<file path="src/rtl/uart_pkg.sv">
// Shared UART definitions: frame state encoding and clocking defaults.
// Used by the TX serializer, the baud counter and the future RX deserializer.
package uart_pkg;

    typedef enum logic [2:0] {
        IDLE,
        START,
        DATA,
        PARITY,
        STOP
    } uartState_t;

    localparam int CLKS_PER_BIT_DEFAULT = 217;  // 25 MHz / 115200 baud
    localparam int CLK_PERIOD_NS        = 40;

endpackage

</file>
<file path="src/rtl/uart_baud_counter.sv">
// Bit-period timer: free-runs 0..CLKS_PER_BIT-1 while not cleared, flags the last cycle.
module uart_baud_counter
    import uart_pkg::*;
#(
    parameter int CLKS_PER_BIT = CLKS_PER_BIT_DEFAULT
) (
    input  logic clk,
    input  logic rst,
    input  logic clear,
    output logic bit_end
);
    localparam int CNT_W = $clog2(CLKS_PER_BIT);
    localparam logic [CNT_W-1:0] LAST_CNT = CNT_W'(CLKS_PER_BIT - 1);

    logic [CNT_W-1:0] baudCnt;

    // Wrapping exactly at the terminal count keeps every bit CLKS_PER_BIT long.
    always_ff @(posedge clk or negedge rst) begin
        if (!rst) begin
            baudCnt <= '0;
        end else if (clear || baudCnt == LAST_CNT) begin
            baudCnt <= '0;
        end else begin
            baudCnt <= baudCnt + 1'b1;
        end
    end

    assign bit_end = (baudCnt == LAST_CNT);

endmodule

</file>
<file path="src/rtl/uart_tx_serializer.sv">
// UART transmit serializer behind bufferTx: start, LSB-first data, stop bit(s).
// Optional even parity bit after the data bits when UART_TX_PARITY_EN is defined.
module uart_tx_serializer
    import uart_pkg::*;
#(
    parameter int CLKS_PER_BIT = CLKS_PER_BIT_DEFAULT,
    parameter int DATA_BITS    = 8,
    parameter int STOP_BITS    = 1
) (
    input  logic                 clk,
    input  logic                 rst,
    input  logic                 inValid,
    output logic                 inReady,
    input  logic [DATA_BITS-1:0] data_in,
    output logic                 tx,
    output logic                 busy,
    output logic                 done
);
    // state  | meaning
    // IDLE   | line high, waiting for a byte from bufferTx
    // START  | start bit (low)
    // DATA   | data bits, LSB first
    // PARITY | even parity bit (UART_TX_PARITY_EN only)
    // STOP   | stop bit(s), done on the final cycle

    localparam int BIT_CNT_W = $clog2(DATA_BITS);
    localparam logic [BIT_CNT_W-1:0] LAST_DATA = BIT_CNT_W'(DATA_BITS - 1);
    localparam logic [BIT_CNT_W-1:0] LAST_STOP = BIT_CNT_W'(STOP_BITS - 1);

    uartState_t           state;
    uartState_t           nextState;
    logic [DATA_BITS-1:0] shiftReg;
    logic [DATA_BITS-1:0] shiftNext;
    logic [BIT_CNT_W-1:0] bitCnt;
    logic [BIT_CNT_W-1:0] bitCntNext;
    logic                 bitEnd;
    logic                 baudClear;
    logic                 transfer;
    logic                 lastData;
    logic                 lastStop;
    logic                 txNext;

    assign baudClear = (state == IDLE);
    assign transfer  = inValid && (state == IDLE);
    assign lastData  = (bitCnt == LAST_DATA);
    assign lastStop  = (bitCnt == LAST_STOP);

    uart_baud_counter #(
        .CLKS_PER_BIT(CLKS_PER_BIT)
    ) baudCounter (
        .clk    (clk),
        .rst    (rst),
        .clear  (baudClear),
        .bit_end(bitEnd)
    );

`ifdef UART_TX_PARITY_EN
    logic parityBit;

    always_ff @(posedge clk or negedge rst) begin
        if (!rst) begin
            parityBit <= 1'b0;
        end else if (transfer) begin
            parityBit <= ^data_in;
        end
    end
`endif

    always_ff @(posedge clk or negedge rst) begin
        if (!rst) begin
            state <= IDLE;
        end else begin
            state <= nextState;
        end
    end

    always_comb begin
        nextState = state;
        case (state)
            IDLE:    if (inValid) nextState = START;
            START:   if (bitEnd) nextState = DATA;
`ifdef UART_TX_PARITY_EN
            DATA:    if (bitEnd && lastData) nextState = PARITY;
            PARITY:  if (bitEnd) nextState = STOP;
`else
            DATA:    if (bitEnd && lastData) nextState = STOP;
`endif
            STOP:    if (bitEnd && lastStop) nextState = IDLE;
            default: nextState = IDLE;
        endcase
    end

    always_comb begin
        inReady = (state == IDLE);
        busy    = (state != IDLE);
        done    = (state == STOP) && bitEnd && lastStop;
        // tx is registered, so it is computed from where the FSM is heading.
        txNext  = 1'b1;
        case (nextState)
            START:   txNext = 1'b0;
            DATA:    txNext = shiftNext[0];
`ifdef UART_TX_PARITY_EN
            PARITY:  txNext = parityBit;
`endif
            default: txNext = 1'b1;
        endcase
    end

    always_comb begin
        shiftNext  = shiftReg;
        bitCntNext = bitCnt;
        case (state)
            IDLE: begin
                if (transfer) begin
                    shiftNext  = data_in;
                    bitCntNext = '0;
                end
            end
            DATA: begin
                if (bitEnd) begin
                    shiftNext  = shiftReg >> 1;
                    bitCntNext = lastData ? '0 : bitCnt + 1'b1;
                end
            end
            STOP: begin
                if (bitEnd) begin
                    bitCntNext = lastStop ? '0 : bitCnt + 1'b1;
                end
            end
            default: begin
                shiftNext  = shiftReg;
                bitCntNext = bitCnt;
            end
        endcase
    end

    always_ff @(posedge clk or negedge rst) begin
        if (!rst) begin
            shiftReg <= '0;
            bitCnt   <= '0;
            tx       <= 1'b1;
        end else begin
            shiftReg <= shiftNext;
            bitCnt   <= bitCntNext;
            tx       <= txNext;
        end
    end

endmodule

</file>
<file path="config.mk">
export PLATFORM = sky130hd
export DESIGN_NAME = uart_tx_serializer
export DESIGN_NICKNAME = d
export VERILOG_FILES = /design/src/rtl/uart_pkg.sv /design/src/rtl/uart_baud_counter.sv /design/src/rtl/uart_tx_serializer.sv
export SDC_FILE = /design/constraint.sdc
export NUM_CORES = 1
export LEC_CHECK = 0
export ABC_AREA = 1
export BUFFER_PORTS_ARGS = -buffer_cell sky130_fd_sc_hd__buf_2
export CORE_MARGIN = 2
export CORE_UTILIZATION = 50
export CTS_CLUSTER_DIAMETER = 80
export DETAILED_ROUTE_END_ITERATION = 8
export PLACE_DENSITY = 0.75
export SLEW_MARGIN = 40
export SYNTH_ARGS = -nofsm -noshare
export SYNTH_HDL_FRONTEND = slang
export SYNTH_SLANG_ARGS = --single-unit
</file>
<file path="constraint.sdc">
create_clock -name clk -period 1.45 [get_ports clk]
set_clock_uncertainty 0.2 [all_clocks]
set_input_delay 0.29 -clock clk [delete_from_list [all_inputs] [get_ports clk]]
set_output_delay 0.29 -clock clk [all_outputs]
set_load 0.01 [all_outputs]
</file>
==> flow_metrics.py, run 1 <==
metrics = {
    "synth": {
        "ys_warn_count": 0,
        "synth_area_leaders": "dfrtp_1 (46%), nand2_1 (12%), inv_1 (5.3%)",
        "synth_cells": 142,
        "netlist-cell-type-count": 24,
        "netlist.top_cell.by_area": "dfrtp_1",
        "synth_top_area_frac": 0.455,
        "ys_ff_latch": 23,
        "yosysSeqAreaShare": 0.477,
        "synth_area_per_cell_um2": 8.51,
        "synthesis.nets": 158,
        "syn_area_um2": 1210,
    },
    "routing": {
        "wl_per_cell_um": 15.2,
        "drc": 0,
        "firstDrtPassIters": 6,
        "initialDrtViolationCount": 23,
        "avgViaCountPerCell": 5.23,
        "routed_wl_mm": 3.34,
        "final_antenna_net_count": 0,
        "via_count": 1151,
    },
    "clock_tree": {
        "clock-root-buffer": "clkbuf_4",
        "clock-sinks": 23,
        "clk_latency_ns": 0.32,
        "cts.path.max_buffers": 2,
        "tritoncts": "yes",
        "cts-htree-levels": 1,
        "path_clk_slew_ns": 0.13,
        "cts-buffers-inserted": 3,
    },
    "sta": {
        "period_share": 1.38,
        "finalSetupViolCount": 26,
        "final-hold-violation-count": 1,
        "worst_slack_ns": -0.550,
        "slew_viol_final": 0,
        "slew_headroom": 0.656,
        "rsz0062_at_grt": "yes",
        "tightest_slew_ns": 0.517,
        "max_freq_mhz": 500,
        "whs_ns": -0.0105,
        "fin_crit_ns": 2.00,
    },
    "final_layout": {
        "fin_nets": 209,
        "design_area_um2": 1850,
        "area_growth_pct": 53.0,
        "seq_area_um2": 577,
        "fillers": 141,
        "multi_input_area_um2": 771,
        "layout.cells.most_common": "nand2_1",
        "fin_util": 0.820,
        "most-common-layout-cells": "nand2_1 (32), buf_4 (23), dfrtp_1 (22)",
        "final_layout_size_suffix_gt1_frac": 0.490,
        "antenna_cells": 0,
    },
    "global_route": {
        "antenna_found_initial": 0,
        "grt_max_degree": 24,
        "grt.met3_usage": 0.0339,
        "grt_pass1_wl_mm": 4.36,
        "first_global_vias": 1040,
        "grt_use_met2": 0.394,
        "grt-busiest-layer": "met2",
        "grt_util_all_layers": 0.215,
        "grt-ovfl-total": 0,
        "grtUsageMet1": 0.254,
    },
    "placement": {
        "hpwl_mm": 1.84,
        "io_buffers": 14,
        "gp_congestion": 0.783,
        "place_area_um2": 1470,
        "post-place-ws_ns": -0.289,
    },
    "worst_setup_path": {
        "crit_buf_inv": 4,
        "worstPathCellList": "inv_1, ha_2, inv_2, nor2_4, nand2_2, inv_2, nand3_4, nor2_4, buf_6",
        "critPathKind": "reg -> out",
        "critPathMaxFanout": 2,
        "crit_path_end_kind": "primary output",
        "start_kind": "flop",
        "crit_slowest_cell": "dfrtp_1",
        "cp_slowest_stage_delay_ns": 0.41,
        "worstPathArrival_ns": 1.51,
        "crit_family": "flip-flops",
        "crit_required_ns": 0.96,
    },
    "floorplanning": {
        "core-area_um2": 2250,
        "die-area_um2": 2830,
        "die_y_um": 53.2,
        "rows": 17,
        "die_x_um": 53.2,
        "start_util": 0.536,
        "io_pins": 15,
    },
    "pwr": {
        "peakVddDrop_mv": 0.918,
        "total_power_mw": 1.87,
        "cellLeakagePower_nw": 0.921,
        "pwr_density_cell_nw_per_um2": 1010,
    },
    "outcome": {
        "outcome": "finished with violations",
        "violations": "hold timing, setup timing",
    },
    "run": {
        "cap_viol_max_count": 0,
    },
    "hold_path": {
        "min_path_type": "in -> reg",
    },
}
==> synth_stat cells <==
| master | n |
|---|---|
| nand2_2 | 6 |
| inv_1 | 17 |
| o21a_1 | 1 |
| inv_4 | 1 |
| dfstp_2 | 1 |
| dfrtp_1 | 22 |
| a22oi_1 | 6 |
| nor3b_1 | 4 |
| nand3_2 | 1 |
| nor2_4 | 1 |
| nor2_2 | 1 |
| nor2_8 | 1 |
| o21ai_0 | 4 |
| a21oi_1 | 5 |
| and2_4 | 1 |
| inv_2 | 2 |
| nor2_1 | 9 |
| xnor2_1 | 1 |
| nand3_1 | 6 |
| nand2_1 | 40 |
| ha_1 | 5 |
| nor3_1 | 2 |
| o21ai_1 | 3 |
| nand2_4 | 2 |
==> routing by layer <==
layer | routed length [um] | vias to the layer above
li1 | - | 553
met1 | 1300 | 557
met2 | 1790 | 27
met3 | 71 | 14
met4 | 177 | 0
met5 | 0 | -
==> logic make-up (layout without fill, tap and decap cells) <==
group,after synthesis,after routing,share of synthesized area
and+or+nand+nor,74,74,0.306
DFF,23,23,0.477
buffers and inverters,20,70,0.0642
AOI/OAI and AO/OA,19,19,0.0932
adders and majority gates,5,5,0.0518
xor gates and xnor gates,1,1,0.00725
==> per-stage QoR <==
stage / hold WS (ns) / std cells / TNS [ns]
finish: -0.0105 / 220 / -5.26
detailed placement: 0.0901 / 202 / -3.91
CTS: 0.00150 / 218 / -4.80
global route: 0.00747 / 220 / -6.61
floorplan: -0.206 / 142 / -0.593
global placement: 0.0857 / 202 / -2.30
==> final cells by class <==
class / count / share of cell area
clock inverter: 1 / 0.00271
sequential: 23 / 0.312
inverter: 20 / 0.0419
clock buffer: 3 / 0.0122
multi-input combinational: 99 / 0.417
tap: 28 / 0.0189
timing repair buffer: 46 / 0.196
==> worst reg2reg max path, stage by stage (launching register included) <==
cell and delay [ns]:
dfrtp_1 0.41, inv_1 0.07, ha_2 0.17, inv_2 0.05
nor2_4 0.08, nand2_2 0.08, buf_6 0.14, buf_6 0.13
nor2_4 0.23, a22oi_2 0.10, nand2_1 0.11
==> registers in the layout, summed over array words and instances, names as in the netlist <==
name / count
baudCounter.baudCnt: 8
bitCnt: 3
shiftReg: 8
state: 3
tx: 1
==> power by group <==
| group | switching [mW] | total (mW) | internal [mW] |
|---|---|---|---|
| logic | 0.389 | 0.713 | 0.325 |
| clock network | 0.196 | 0.299 | 0.103 |
| registers | 0.0826 | 0.860 | 0.778 |
| total | 0.667 | 1.87 | 1.21 |
==> final timing paths <==
kind	startpoint	end	slack (ns)	depth (start not counted)
min	data_in[4]	shiftReg[4]$_DFFE_PN0P_	-0.01	3
min in group asynchronous	rst	shiftReg[7]$_DFFE_PN0P_	0.26	2
max reg2reg	baudCounter.baudCnt[0]$_DFF_PN0_	shiftReg[2]$_DFFE_PN0P_	-0.37	10
max	baudCounter.baudCnt[0]$_DFF_PN0_	done	-0.55	9
max in group asynchronous	rst	tx$_DFF_PN1_	0.43	2
min reg2reg	shiftReg[7]$_DFFE_PN0P_	shiftReg[7]$_DFFE_PN0P_	0.31	2
==> repair_timing <==
item | 4_1_cts | 5_1_grt
buffers inserted | 7 | 5
gates cloned | 0 | 0
hold endpoints to repair | 26 | 1
pin swaps | 12 | 23
endpoints found under the setup margin | 27 | 27
hold buffers | 5 | 1
resized for setup | 22 | 30
Power figures use the tool's default switching activity.
==> run 2: changes to the inputs <==
--- a/config.mk
+++ b/config.mk
@@ -7,6 +7,7 @@
 export LEC_CHECK = 0
 export ABC_AREA = 1
 export BUFFER_PORTS_ARGS = -buffer_cell sky130_fd_sc_hd__buf_2
+export CORE_ASPECT_RATIO = 0.9
 export CORE_MARGIN = 2
 export CORE_UTILIZATION = 50
 export CTS_CLUSTER_DIAMETER = 80
==> constraint.sdc (replaced) <==
create_clock -name clk -period 1.45 [get_ports clk]
set_clock_uncertainty 0.2 [all_clocks]
set_input_delay 0.145 -clock clk [delete_from_list [all_inputs] [get_ports clk]]
set_output_delay 0.145 -clock clk [all_outputs]
set_load 0.01 [all_outputs]
==> flow_metrics.py, run 2 (synthesis results as in run 1) <==
metrics = {
    "worst_setup_path": {
        "critPathMaxFanout": 2,
        "crit_required_ns": 1.11,
        "critPathKind": "reg -> out",
        "cp_slowest_stage_delay_ns": 0.41,
        "crit_buf_inv": 4,
        "crit_family": "flip-flops",
        "start_kind": "flop",
        "worstPathArrival_ns": 1.50,
        "crit_path_end_kind": "primary output",
        "crit_slowest_cell": "dfrtp_1",
        "worstPathCellList": "inv_1, ha_1, inv_2, nor2_2, nand2_2, inv_2, nand3_2, nor2_2, buf_2",
    },
    "clock_tree": {
        "tritoncts": "yes",
        "path_clk_slew_ns": 0.13,
        "clock-sinks": 23,
        "cts-buffers-inserted": 3,
        "clock-root-buffer": "clkbuf_4",
        "cts-htree-levels": 1,
        "cts.path.max_buffers": 2,
        "clk_latency_ns": 0.32,
    },
    "pwr": {
        "internal_power_mw": 1.22,
        "total_power_mw": 1.87,
        "pwr_density_cell_nw_per_um2": 1070,
        "sequentialPowerShare": 0.462,
        "switching_power_mw": 0.648,
        "cellLeakagePower_nw": 0.871,
        "peakVddDrop_mv": 0.996,
        "p_clk_frac": 0.165,
        "pwr-share-comb": 0.374,
        "p_sw_frac": 0.347,
    },
    "final_layout": {
        "area_growth_pct": 44.0,
        "antenna_cells": 0,
        "layout.cells.most_common": "nand2_1",
        "multi_input_area_um2": 687,
        "fin_nets": 205,
        "fillers": 131,
        "final_layout_size_suffix_gt1_frac": 0.399,
        "top_regs": "baudCounter.baudCnt (8), shiftReg (8)",
        "most-common-layout-cells": "nand2_1 (33), dfrtp_1 (22), buf_4 (16)",
        "layoutNonFillerInstCount": 215,
        "seq_area_um2": 577,
    },
    "sta": {
        "worst_slack_ns": -0.395,
        "whs_ns": 0.0834,
        "slew_viol_final": 0,
        "final-hold-violation-count": 0,
        "max_freq_mhz": 542,
        "rsz0062_at_grt": "yes",
        "period_share": 1.27,
        "finalSetupViolCount": 25,
        "fin_crit_ns": 1.84,
        "tns_ns": -6.59,
        "slew_headroom": 0.649,
        "tightest_slew_ns": 0.523,
    },
    "floorplanning": {
        "die_y_um": 50.6,
        "rows": 16,
        "start_util": 0.539,
        "io_pins": 15,
        "die-area_um2": 2830,
        "core-area_um2": 2240,
        "die_x_um": 55.8,
    },
    "routing": {
        "routed_wl_mm": 2.85,
        "avgViaCountPerCell": 5.30,
        "drc": 0,
        "firstDrtPassIters": 4,
        "via_count": 1140,
        "wl_per_cell_um": 13.3,
        "final_antenna_net_count": 0,
        "initialDrtViolationCount": 28,
    },
    "run": {
        "cap_viol_max_count": 0,
    },
    "global_route": {
        "antenna_found_initial": 0,
        "grt-ovfl-total": 0,
        "grt_util_all_layers": 0.219,
        "grt_pass1_wl_mm": 4.71,
        "first_global_vias": 1077,
        "grt_max_degree": 24,
    },
    "placement": {
        "numPlacedInstances": 194,
        "gp_congestion": 0.825,
        "io_buffers": 14,
        "hpwl_mm": 1.83,
    },
    "hold_path": {
        "min_path_type": "in -> reg",
    },
    "outcome": {
        "outcome": "finished with violations",
        "violations": "setup timing",
    },
}
[run 2: cell types whose count changed in the layout (fill, tap and decap cells not counted), sizes merged]
cell         before  now
clkinv            1    0
buf              40   33
clkbuf            3    4
dlygate4sd3       6    9
[run 2: worst register-to-register path, stage by stage (launching register included)]
cell	delay, ns
dfrtp_1	0.41
inv_1	0.06
ha_1	0.15
inv_2	0.04
nor2_2	0.09
nand2_2	0.08
buf_4	0.14
buf_8	0.13
nand2_4	0.06
nand3_4	0.13
nand2_2	0.10
nand2_2	0.07
nand2_1	0.07
nand2_1	0.06
[run 2: metrics by stage]
stage          utilization  instance area [um^2]  setup WS, ns
2_1_floorplan            -                  1210       -0.0644
3_3_place_gp         0.625                  1400        -0.135
3_5_place_dp         0.625                  1400        -0.236
4_1_cts              0.741                  1660        -0.341
5_1_grt              0.776                  1740        -0.488
6_report             0.776                  1740        -0.395
[run 2: metal layers]
metal / global-route usage / share of wire / vias to the layer above
met5: 0 / 0 / -
met4: 0.0794 / 0.021 / 0
met3: 0.0258 / 0.052 / 7
met2: 0.391 / 0.50 / 44
met1: 0.275 / 0.43 / 542
li1: - / - / 547
[run 2: power groups by stage]
| stage | Combinational, mW | Sequential, mW | Clock, mW |
|---|---|---|---|
| 3_3_place_gp | 0.467 | 0.856 | 0 |
| 3_5_place_dp | 0.491 | 0.866 | 0 |
| 4_1_cts | 0.629 | 0.851 | 0.306 |
| 2_1_floorplan | 0.283 | 0.866 | 0 |
| 6_report | 0.699 | 0.863 | 0.307 |
| 5_1_grt | 0.775 | 0.875 | 0.337 |
[run 2: final cells by class]
type                    count  share of cell area
inverters                  20              0.0446
clock buffers               4              0.0151
repair buffers             42               0.195
multi-input cells          99               0.395
well taps                  27              0.0194
flip-flops and latches     23               0.331
[run 2: what timing repair did]
item | 4_1_cts | 5_1_grt
endpoints found under the hold margin | 31 | 0
setup endpoints to repair | 26 | 26
pin swaps | 11 | 6
gates resized for setup | 22 | 14
buffers inserted | 6 | 3
hold buffers | 9 | 0
[run 2: worst paths after layout]
kind | cells past startpoint | startpoint | slack (ns) | to
max reg2reg | 13 | baudCounter.baudCnt[1]$_DFF_PN0_ | -0.39 | tx$_DFF_PN1_
min | 5 | inValid | 0.08 | state[0]$_DFF_PN0_
max in group asynchronous | 2 | rst | 0.55 | tx$_DFF_PN1_
min reg2reg | 2 | shiftReg[1]$_DFFE_PN0P_ | 0.31 | shiftReg[1]$_DFFE_PN0P_
min in group asynchronous | 2 | rst | 0.14 | baudCounter.baudCnt[7]$_DFF_PN0_
max | 9 | baudCounter.baudCnt[1]$_DFF_PN0_ | -0.39 | done
==> run 3: changes to the inputs <==
--- a/config.mk
+++ b/config.mk
@@ -12,6 +12,7 @@
 export CORE_UTILIZATION = 50
 export CTS_CLUSTER_DIAMETER = 80
 export DETAILED_ROUTE_END_ITERATION = 8
+export HOLD_SLACK_MARGIN = 0.12
 export PLACE_DENSITY = 0.75
 export SLEW_MARGIN = 40
 export SYNTH_ARGS = -nofsm -noshare
==> flow_metrics.py, run 3 (synthesis results as in run 1) <==
metrics = {
    "outcome": {
        "outcome": "finished with violations",
        "violations": "setup timing",
    },
    "final_layout": {
        "fin_nets": 206,
        "final_layout_size_suffix_gt1_frac": 0.429,
        "most-common-layout-cells": "nand2_1 (28), dfrtp_1 (22), buf_4 (16)",
        "top_regs": "baudCounter.baudCnt (8), shiftReg (8)",
        "layoutNonFillerInstCount": 216,
        "fin_util": 0.789,
        "area_growth_pct": 46.3,
        "antenna_cells": 0,
        "layout.cells.most_common": "nand2_1",
        "design_area_um2": 1770,
    },
    "clock_tree": {
        "path_clk_slew_ns": 0.13,
        "cts-htree-levels": 1,
        "tritoncts": "yes",
        "clk_latency_ns": 0.32,
        "clock-root-buffer": "clkbuf_4",
        "clock-sinks": 23,
        "cts.path.max_buffers": 2,
        "cts-buffers-inserted": 3,
    },
    "sta": {
        "period_share": 1.29,
        "rsz0062_at_grt": "yes",
        "slew_headroom": 0.654,
        "final-hold-violation-count": 0,
        "finalSetupViolCount": 26,
        "slew_viol_final": 0,
        "max_freq_mhz": 536,
        "worst_slack_ns": -0.415,
        "fin_crit_ns": 1.86,
        "tightest_slew_ns": 0.519,
    },
    "global_route": {
        "antenna_found_initial": 0,
        "grt_max_degree": 24,
        "grt_util_all_layers": 0.226,
        "first_global_vias": 1086,
        "grt-ovfl-total": 0,
        "grt_pass1_wl_mm": 4.84,
    },
    "hold_path": {
        "min_path_type": "in -> async",
    },
    "placement": {
        "hpwl_mm": 1.83,
        "place_area_um2": 1400,
        "io_buffers": 14,
        "numPlacedInstances": 194,
        "gp_congestion": 0.825,
        "post-place-ws_ns": -0.236,
    },
    "floorplanning": {
        "die-area_um2": 2830,
        "die_y_um": 50.6,
        "io_pins": 15,
        "rows": 16,
        "start_util": 0.539,
        "core-area_um2": 2240,
        "die_x_um": 55.8,
    },
    "worst_setup_path": {
        "cp_slowest_stage_delay_ns": 0.41,
        "crit_slowest_cell": "dfrtp_1",
        "crit_path_end_kind": "primary output",
        "start_kind": "flop",
        "crit_required_ns": 1.11,
        "critPathMaxFanout": 2,
        "worstPathCellList": "inv_1, ha_2, inv_2, nor2_2, nand2_2, inv_2, nand3_2, nor2_2, buf_2",
        "r2r_setup_slack_ns": -0.41,
        "worstPathArrival_ns": 1.52,
        "critPathKind": "reg -> out",
    },
    "routing": {
        "via_count": 1126,
        "initialDrtViolationCount": 39,
        "firstDrtPassIters": 4,
        "drc": 0,
        "routed_wl_mm": 2.98,
        "wl_per_cell_um": 13.8,
        "final_antenna_net_count": 0,
        "avgViaCountPerCell": 5.21,
    },
    "pwr": {
        "pwr_density_cell_nw_per_um2": 1070,
        "total_power_mw": 1.88,
        "peakVddDrop_mv": 1.02,
        "cellLeakagePower_nw": 0.875,
    },
    "run": {
        "cap_viol_max_count": 0,
    },
}
## run 3: path summary, 6_finish.rpt
kind | startpoint | to | depth (start not counted)
max in group asynchronous | rst | tx$_DFF_PN1_ | 2
max | baudCounter.baudCnt[1]$_DFF_PN0_ | done | 9
max reg2reg | baudCounter.baudCnt[1]$_DFF_PN0_ | tx$_DFF_PN1_ | 13
min reg2reg | shiftReg[1]$_DFFE_PN0P_ | shiftReg[1]$_DFFE_PN0P_ | 2
min | rst | baudCounter.baudCnt[7]$_DFF_PN0_ | 2
min in group clk | shiftReg[1]$_DFFE_PN0P_ | shiftReg[1]$_DFFE_PN0P_ | 2
## run 3: metal layers
metal | up-vias | routed length, um | GRT usage
li1 | 549 | - | -
met1 | 548 | 1350 | 0.286
met2 | 24 | 1530 | 0.409
met3 | 5 | 64 | 0.0232
met4 | 0 | 37 | 0.0714
met5 | - | 0 | 0
## run 3: power by group
group | leakage [nW] | switching, mW | internal [mW]
logic | 0.563 | 0.374 | 0.341
clock network | 0.0150 | 0.200 | 0.108
registers | 0.297 | 0.0845 | 0.778
## run 3: what timing repair did
| item | CTS | global route |
|---|---|---|
| resized for setup | 22 | 21 |
| endpoints found under the hold margin | 33 | 0 |
| pin swaps | 11 | 7 |
| hold buffers | 10 | 0 |
| endpoints found under the setup margin | 26 | 26 |
| buffers inserted | 6 | 4 |
## run 3: per-stage QoR
stage / TNS, ns / hold WS (ns)
after floorplan: -0.593 / -0.351
after global placement: -1.60 / -0.0628
after detailed placement: -3.45 / -0.0524
after CTS: -2.93 / 0.128
after global routing: -9.01 / 0.189
final: -6.82 / 0.138
## run 3: worst max-delay path, delay by kind of cell (launching register included)
family	cells	cell delay (ns)
buffers and inverters	4	0.29
and+or+nand+nor	4	0.33
DFF	1	0.41
adders and majority gates	1	0.16
## run 3: area by class of cell
type,instances,area [um^2]
timing repair buffer,43,354
inverter,20,77.6
multi-input combinational,99,699
sequential,23,577
tap,27,33.8
fill,129,474
clock buffer,4,26.3
